===== src/rtl/digit_column_sequencer_if.sv =====
// Column stream between the digit sequencer and the matrix column sink.
// The sequencer drives data/address/valid, the sink returns ready.
interface digit_column_sequencer_if;
  logic [31:0] col_data;
  logic [4:0]  col_addr;
  logic        col_valid;
  logic        col_ready;

  modport master (output col_data, col_addr, col_valid, input col_ready);
  modport slave  (input col_data, col_addr, col_valid, output col_ready);
endinterface


===== src/rtl/digit_column_sequencer.sv =====
// Digit column sequencer: walks a frame of BCD digits six glyph columns at a
// time through an external glyph generator, then pads the frame with blank
// columns, streaming everything over a valid/ready column interface.
//
// Optional feature macro: LEADING_ZERO_BLANK_EN
//   defined   -> leading zero digits (never the last digit) emit blank columns
//   undefined -> every digit is rendered from the generator
//
// state | meaning
// IDLE  | waiting for start, outputs parked
// EMIT  | streaming glyph columns, digit d / column c
// PAD   | streaming zero columns up to MATRIX_COLS-1, then draining
// DONE  | one-cycle completion pulse
module digit_column_sequencer #(
  parameter int NUM_DIGITS  = 5,
  parameter int MATRIX_COLS = 32
) (
  input  logic                    clk,
  input  logic                    rst_n,
  input  logic                    start,
  input  logic [4*NUM_DIGITS-1:0] digits,
  input  logic [2:0]              color,
  output logic [3:0]              num,
  output logic [2:0]              numcol_index,
  output logic [2:0]              num_color,
  input  logic [31:0]             gen_col,
  digit_column_sequencer_if.master col_if,
  output logic                    busy,
  output logic                    done
);

  localparam int DW         = (NUM_DIGITS > 1) ? $clog2(NUM_DIGITS) : 1;
  localparam int CW         = $clog2(MATRIX_COLS + 1);
  localparam int GLYPH_COLS = NUM_DIGITS * 6;
  localparam logic [CW-1:0] GLYPH_END = CW'(GLYPH_COLS);
  localparam logic [CW-1:0] FRAME_END = CW'(MATRIX_COLS);

  typedef enum logic [1:0] {IDLE, EMIT, PAD, DONE} state_t;

  state_t                  state, state_n;
  logic [4*NUM_DIGITS-1:0] digits_q;
  logic [2:0]              color_q;
  logic [DW-1:0]           d_cnt;
  logic [2:0]              c_cnt;
  logic [CW-1:0]           col_cnt;
  logic [31:0]             col_data_q;
  logic [4:0]              col_addr_q;
  logic                    col_valid_q;
  logic [3:0]              digit_cur;
  logic [31:0]             glyph_src;
  logic                    load_ok, last_glyph;
  logic                    latch, load_glyph, load_pad, drop;

  assign col_if.col_data  = col_data_q;
  assign col_if.col_addr  = col_addr_q;
  assign col_if.col_valid = col_valid_q;
  assign num_color        = color_q;
  assign busy             = (state != IDLE);
  assign done             = (state == DONE);
  assign load_ok          = !col_valid_q || col_if.col_ready;
  assign last_glyph       = (d_cnt == DW'(NUM_DIGITS - 1)) && (c_cnt == 3'd5);

  // select the latched digit addressed by the digit counter (digit 0 = MS nibble)
  always_comb begin
    digit_cur = '0;
    for (int i = 0; i < NUM_DIGITS; i++)
      if (d_cnt == DW'(i)) digit_cur = digits_q[4*(NUM_DIGITS-1-i) +: 4];
  end

`ifdef LEADING_ZERO_BLANK_EN
  logic [NUM_DIGITS-1:0] lead_zero;
  logic                  blank_cur;

  // digit i is a leading zero when it and every digit left of it are zero;
  // the last digit is never blanked so a value of 0 still shows one glyph
  always_comb begin
    lead_zero = '0;
    blank_cur = 1'b0;
    for (int i = 0; i < NUM_DIGITS - 1; i++) begin
      lead_zero[i] = ((digits_q >> (4*(NUM_DIGITS-1-i))) == '0);
      if (d_cnt == DW'(i)) blank_cur = lead_zero[i];
    end
  end

  assign glyph_src = blank_cur ? 32'd0 : gen_col;
`else
  assign glyph_src = gen_col;
`endif

  // state register
  always_ff @(posedge clk or negedge rst_n) begin
    if (!rst_n) state <= IDLE;
    else        state <= state_n;
  end

  // next-state, datapath strobes and generator drive
  always_comb begin
    state_n      = state;
    latch        = 1'b0;
    load_glyph   = 1'b0;
    load_pad     = 1'b0;
    drop         = 1'b0;
    num          = '0;
    numcol_index = '0;
    case (state)
      IDLE: begin
        if (start) begin
          latch   = 1'b1;
          state_n = EMIT;
        end
      end
      EMIT: begin
        num          = digit_cur;
        numcol_index = c_cnt;
        if (load_ok) begin
          // only reachable when glyphs fill the whole frame: drain the last beat
          if (col_cnt == GLYPH_END) begin
            drop    = 1'b1;
            state_n = DONE;
          end else begin
            load_glyph = 1'b1;
            if (last_glyph && (GLYPH_COLS != MATRIX_COLS)) state_n = PAD;
          end
        end
      end
      PAD: begin
        if (load_ok) begin
          if (col_cnt == FRAME_END) begin
            drop    = 1'b1;
            state_n = DONE;
          end else begin
            load_pad = 1'b1;
          end
        end
      end
      DONE:    state_n = IDLE;
      default: state_n = IDLE;
    endcase
  end

  // frame latches, column counters and the registered column output
  always_ff @(posedge clk or negedge rst_n) begin
    if (!rst_n) begin
      digits_q    <= '0;
      color_q     <= '0;
      d_cnt       <= '0;
      c_cnt       <= '0;
      col_cnt     <= '0;
      col_data_q  <= '0;
      col_addr_q  <= '0;
      col_valid_q <= 1'b0;
    end else begin
      if (latch) begin
        digits_q <= digits;
        color_q  <= color;
        d_cnt    <= '0;
        c_cnt    <= '0;
        col_cnt  <= '0;
      end
      if (load_glyph) begin
        col_data_q  <= glyph_src;
        col_addr_q  <= 5'(col_cnt);
        col_valid_q <= 1'b1;
        col_cnt     <= col_cnt + 1'b1;
        if (c_cnt == 3'd5) begin
          c_cnt <= '0;
          d_cnt <= last_glyph ? '0 : d_cnt + 1'b1;
        end else begin
          c_cnt <= c_cnt + 3'd1;
        end
      end
      if (load_pad) begin
        col_data_q  <= '0;
        col_addr_q  <= 5'(col_cnt);
        col_valid_q <= 1'b1;
        col_cnt     <= col_cnt + 1'b1;
      end
      if (drop) col_valid_q <= 1'b0;
    end
  end

endmodule


===== src/flat_wrapper.sv =====
// flat-port wrapper written by rule: the top's interface ports become plain ports
module digit_column_sequencer_flat 
#(
  parameter int NUM_DIGITS  = 5,
  parameter int MATRIX_COLS = 32
)
  (clk, rst_n, start, digits, color, num, numcol_index, num_color, gen_col, busy, done, col_if_col_data, col_if_col_addr, col_if_col_valid, col_if_col_ready);
  digit_column_sequencer_if col_if_i ();
  input  logic clk;
  input  logic rst_n;
  input  logic start;
  input  logic [4*NUM_DIGITS-1:0] digits;
  input  logic [2:0] color;
  output logic [3:0] num;
  output logic [2:0] numcol_index;
  output logic [2:0] num_color;
  input  logic [31:0] gen_col;
  output logic busy;
  output logic done;
  output wire logic [$bits(col_if_i.col_data)-1:0] col_if_col_data;
  output wire logic [$bits(col_if_i.col_addr)-1:0] col_if_col_addr;
  output wire logic [$bits(col_if_i.col_valid)-1:0] col_if_col_valid;
  input wire logic [$bits(col_if_i.col_ready)-1:0] col_if_col_ready;
  assign col_if_col_data = col_if_i.col_data;
  assign col_if_col_addr = col_if_i.col_addr;
  assign col_if_col_valid = col_if_i.col_valid;
  assign col_if_i.col_ready = col_if_col_ready;
  digit_column_sequencer #(.NUM_DIGITS(NUM_DIGITS), .MATRIX_COLS(MATRIX_COLS)) u_core (.clk(clk), .rst_n(rst_n), .start(start), .digits(digits), .color(color), .num(num), .numcol_index(numcol_index), .num_color(num_color), .gen_col(gen_col), .col_if(col_if_i), .busy(busy), .done(done));
endmodule

===== config.mk =====
export PLATFORM = sky130hd
export DESIGN_NAME = digit_column_sequencer_flat
export DESIGN_NICKNAME = d
export VERILOG_FILES = /design/src/rtl/digit_column_sequencer_if.sv /design/src/rtl/digit_column_sequencer.sv /design/src/flat_wrapper.sv
export SDC_FILE = /design/constraint.sdc
export NUM_CORES = 1
export LEC_CHECK = 0
export CORE_ASPECT_RATIO = 2
export CORE_MARGIN = 2
export CORE_UTILIZATION = 50
export CTS_CLUSTER_SIZE = 10
export DETAILED_ROUTE_END_ITERATION = 8
export PLACE_DENSITY = 0.85
export SLEW_MARGIN = 20
export SYNTH_ARGS = -nofsm -noshare
export SYNTH_HDL_FRONTEND = slang
export SYNTH_SLANG_ARGS = --single-unit

===== constraint.sdc =====
create_clock -name clk -period 5.75 [get_ports clk]
set_input_delay 1.15 -clock clk [delete_from_list [all_inputs] [get_ports clk]]
set_output_delay 1.15 -clock clk [all_outputs]
set_load 0.005 [all_outputs]

# == Word level (Yosys, flattened, before mapping) ==
# Index checks and enable logic that the tools add are counted.
# classes
n_mux,44
eq_ne,15
n_reduce_logical,11
addsub,3
# op_table
operator,n
$mux W32,2
$mux W3,8
$mux W4,6
$mux W6,3
$mux W1,15
$mux W2,6
$mux W5,2
$pmux W2 S4,1
$add A3 B1 Y3 const B,2
$add A6 B1 Y6 const B,1
$eq A3 B2 Y1 const B,2
$eq A3 B3 Y1 const B,2
$eq A6 B5 Y1 const B,1
$eq A6 B6 Y1 const B,1
$ne A2 B1 Y1 const B,3
$reduce_bool A2 Y1,3
$reduce_bool A3 Y1,2
$reduce_and A5 Y1,1
$eq A2 B2 Y1 const B,2
$eq A3 B1 Y1 const B,1
$logic_not A3 Y1,1
$ne A3 B1 Y1 const B,1
$eq A2 B1 Y1 const B,1
$logic_not A2 Y1,1
5 further kinds,5
# totals
ff_bits,75
output_inout_bits,50

# == Longest topological paths before layout ==
# logic_depth
ltp_word,7
depth_mapped,8

# == Worst setup path after synthesis ==
# Ideal clock, no wire load.
# synth_timing
path_kind,register -> output
from,register u_core.d_cnt[0]
to,output port num[0]
n_path_buf,0
arrival_time_ns,1.300
slack_ns,3.300
t_required_ns,4.600
stages_incl_launch_ff,6
path_cell_list,dfrtp_1 ha_1 ha_1 nor2_1 o211ai_1 a31oi_1
# synth_between
elab_chain_len,7
# synth_lines
item,line,text
from (decl),digit_column_sequencer.sv:43,logic [DW-1:0] d_cnt;
from (signal assigned),digit_column_sequencer.sv:167,d_cnt <= last_glyph ? '0 : d_cnt + 1'b1;
$logic_not A3 Y1,digit_column_sequencer.sv:67,if (d_cnt == DW'(i)) digit_cur = digits_q[4*(NUM_DIGITS-1-i) +: 4];
$mux W4 (4 in a row),digit_column_sequencer.sv:67,
$mux W4 (*),digit_column_sequencer.sv:67,
$mux W4 (*),digit_column_sequencer.sv:105,case (state)
to (decl),flat_wrapper.sv:14,output logic [3:0] num;
# Every way passes the cells marked *; elsewhere a longest branch is shown, timed or not.

# == Worst setup path after layout ==
# Same ends and word-level chain as after synthesis.

==> results.py <==
metrics = {
    "hold_path": {
        "min_path_type": "reg2reg",
    },
    "synthesis": {
        "synth_top_cell_by_area": "dfrtp_1",
        "synthTopCellsByCount": "75 x dfrtp_1, 26 x mux2_2, 24 x nor2_1, 20 x mux2i_1, 20 x nand2_1",
        "ys_seq_area_share_pct": 53.8,
        "synthCells": 294,
        "yosys_warnings": 0,
        "netlist.area_leader.share_pct": 53.8,
        "ys_types": 44,
        "ys_seq_elements": 75,
        "async_reset_ff_share_pct": 100,
        "netlist_area_um2": 3490,
        "synth_most_common_cell": "dfrtp_1",
        "synthTopCellsByArea": "dfrtp_1 54%, mux2_2 8.4%, mux2i_1 5.7%",
        "synth_nets": 366,
        "synth_flop_cell": "dfrtp_1",
        "synth_edf_count": 0,
        "avgSynthCellArea_um2": 11.9,
    },
    "clocking": {
        "cts_buffers": 9,
        "root_buffer": "clkbuf_16",
        "clk_path_buf_depth": 2,
        "cts_setup_buffers": 0,
        "clkTransAtPathRegs_ns": 0.06,
        "clk_latency_ns": 0.33,
        "cts-resized-gates": 0,
        "cts_hold_buf": 0,
        "htreeDepth": 3,
        "cts_num_sinks": 75,
        "cts_tree": "built",
    },
    "sta": {
        "clock_skew_ns": 0.00914,
        "tns_ns": 0,
        "rsz0062_at_grt": "false",
        "relSlewSlack_pct": 37.8,
        "fmax_mhz": 286,
        "tightest_slew_ns": 0.932,
        "finalSetupViolCount": 0,
        "period_needed_ns": 3.50,
        "hold_viol": 0,
        "fin_crit_sh_pct": 60.9,
        "slew_viol_final": 0,
    },
    "grt": {
        "grt_usage_pct": 22.6,
        "antenna_found_initial": 0,
        "first_global_vias": 2829,
        "grt_max_degree": 76,
        "gr-total-overflow": 0,
        "grt_pass1_wl_mm": 13.6,
    },
    "route": {
        "drtIter0Drc": 141,
        "drc_errors": 0,
        "vias": 2672,
        "dr.pass1.iters": 4,
        "wire_per_inst_um": 16.4,
        "routed_wl_mm": 8.15,
        "antenna_left": 0,
        "via_per_inst": 5.39,
    },
    "worst_setup_path": {
        "required_ns": 4.60,
        "worst_path_most_repeated_cell": "ha_1",
        "cp_max_fo": 5,
        "cpPeakStageDelay_ns": 0.53,
        "criticalPathCategory": "reg2out",
        "cpMaxStageDelayCell": "clkdlybuf4s50_1",
        "crit_chain": "ha_1, ha_1, nor2_1, o211ai_1, a31oi_1, clkdlybuf4s50_1",
        "worstSetupEndpointType": "output pin",
        "arrival_ns": 2.35,
        "start_kind": "register",
    },
    "layout": {
        "area_growth_syn_to_layout_pct": 42.1,
        "final_nets": 473,
        "layout-drive-gt1-share_pct": 12.6,
        "fin_util_pct": 72.6,
        "diodes": 0,
        "fillers": 496,
    },
    "floorplanning": {
        "core_area_um2": 6830,
        "die_w_um": 63.1,
        "die_h_um": 122,
        "num_rows": 43,
        "io_pins": 109,
        "initial_core_util_pct": 51.1,
        "dieArea_um2": 7710,
    },
    "placed_design": {
        "numPortBuffers": 108,
        "hpwl_mm": 5.61,
        "place_congestion": 0.764,
    },
    "pwr": {
        "ir_drop_v": 0.000311,
        "pwr_density_cell_nw_per_um2": 534,
        "leakagePower_nw": 2.26,
    },
    "job": {
        "cap_viol_max_count": 0,
    },
    "run_status": {
        "status": "complete, no violations",
    },
}
-- flip-flops by register name (all words and copies together) (netlist names), 2 cells and up --
signal,flops
u_core.col_cnt,6
u_core.d_cnt,3
u_core.state,2
u_core.c_cnt,3
u_core.col_if.col_data,32
u_core.col_if.col_addr,5
u_core.num_color,3
u_core.digits_q,20
-- layout make-up --
type	count	area, µm²	area share (%)
sequential	75	1880	37.8
tap	90	113	2.27
clock inverter	7	114	2.30
clock buffer	9	225	4.54
timing repair buffer	110	1090	22.0
multi-input combinational	193	1490	30.1
inverter	12	45.0	0.908
-- through the flow --
step	total power, W	hold WS (ns)	cells	setup WS, ns	area (µm²)
after floorplan	0.00152	0.470	294	3.30	3490
after global placement	0.00195	0.485	480	2.08	4620
after detailed placement	0.00201	0.495	480	2.05	4620
after CTS	0.00267	0.506	496	2.23	4960
after global routing	0.00282	0.513	496	2.10	4960
final	0.00265	0.499	496	2.25	4960
-- placed cells by master, fill, tap and decap left out, types with 2 or more instances in the layout --
master | synthesis | routed
nor2_1 | 24 | 24
nand4_1 | 3 | 3
ha_1 | 13 | 13
clkbuf_16 | 0 | 9
a22oi_1 | 3 | 3
buf_4 | 4 | 3
a31oi_1 | 4 | 4
o21ai_0 | 15 | 15
inv_1 | 12 | 12
bufinv_16 | 0 | 3
and2_1 | 4 | 4
nand3_1 | 7 | 7
nor2b_1 | 3 | 3
mux2i_1 | 20 | 20
o211ai_1 | 4 | 4
mux2_2 | 26 | 26
o2111a_1 | 2 | 2
dfrtp_1 | 75 | 75
clkdlybuf4s50_1 | 0 | 107
nand2b_1 | 8 | 8
o211ai_4 | 1 | 2
a31o_1 | 3 | 3
a22o_1 | 14 | 14
clkinv_2 | 0 | 3
nand2_1 | 20 | 19
-- worst max-delay path: cells and delay by family, from the launching register on --
family,cells,cell delay (ns)
and+or+nand+nor,1,0.21
buffers and inverters,1,0.53
AOI/OAI and AO/OA,2,0.37
DFF,1,0.43
adders and majority gates,2,0.47
-- power breakdown --
part	internal [W]	switching [W]	total [W]	leakage, nW
combinational	0.000621	0.000453	0.00107	1.14
clock	0.000423	0.000213	0.000636	0.170
sequential	0.000768	0.000172	0.000940	0.947
-- path summary, 6_finish.rpt --
kind	startpoint	to	slack (ns)	cells past startpoint
setup / recovery	u_core.d_cnt[0]	num[0]	2.25	6
hold / removal	u_core.digits_q[11]	u_core.digits_q[11]	0.50	1
setup reg to reg	u_core.col_cnt[0]	u_core.col_if.col_addr[2]	2.87	7
hold reg to reg	u_core.digits_q[11]	u_core.digits_q[11]	0.50	1
max in group asynchronous	rst_n	u_core.col_cnt[2]	4.18	1
min in group asynchronous	rst_n	u_core.state[0]	0.95	1
-- cells by family (layout without fill, tap and decap cells) --
| family | count (synthesis) | after routing | share of synthesized area, % |
|---|---|---|---|
| compound gates | 59 | 59 | 13.0 |
| xor+xnor | 1 | 1 | 0.251 |
| fa+ha+maj | 13 | 13 | 4.66 |
| buf+inv | 26 | 138 | 3.80 |
| flops | 75 | 75 | 53.8 |
| mux | 46 | 46 | 14.1 |
| simple gates | 74 | 74 | 10.4 |
-- layer usage --
| layer | up-vias | share of wire, % | wire length, µm | track usage [%] |
|---|---|---|---|---|
| li1 | 1253 | - | - | - |
| met1 | 1319 | 41 | 3340 | 28.0 |
| met2 | 94 | 52 | 4250 | 38.1 |
| met3 | 6 | 5.9 | 483 | 5.91 |
| met4 | 0 | 0.94 | 77 | 7.36 |
| met5 | - | 0 | 0 | 0 |
Power figures use the tool's default switching activity.
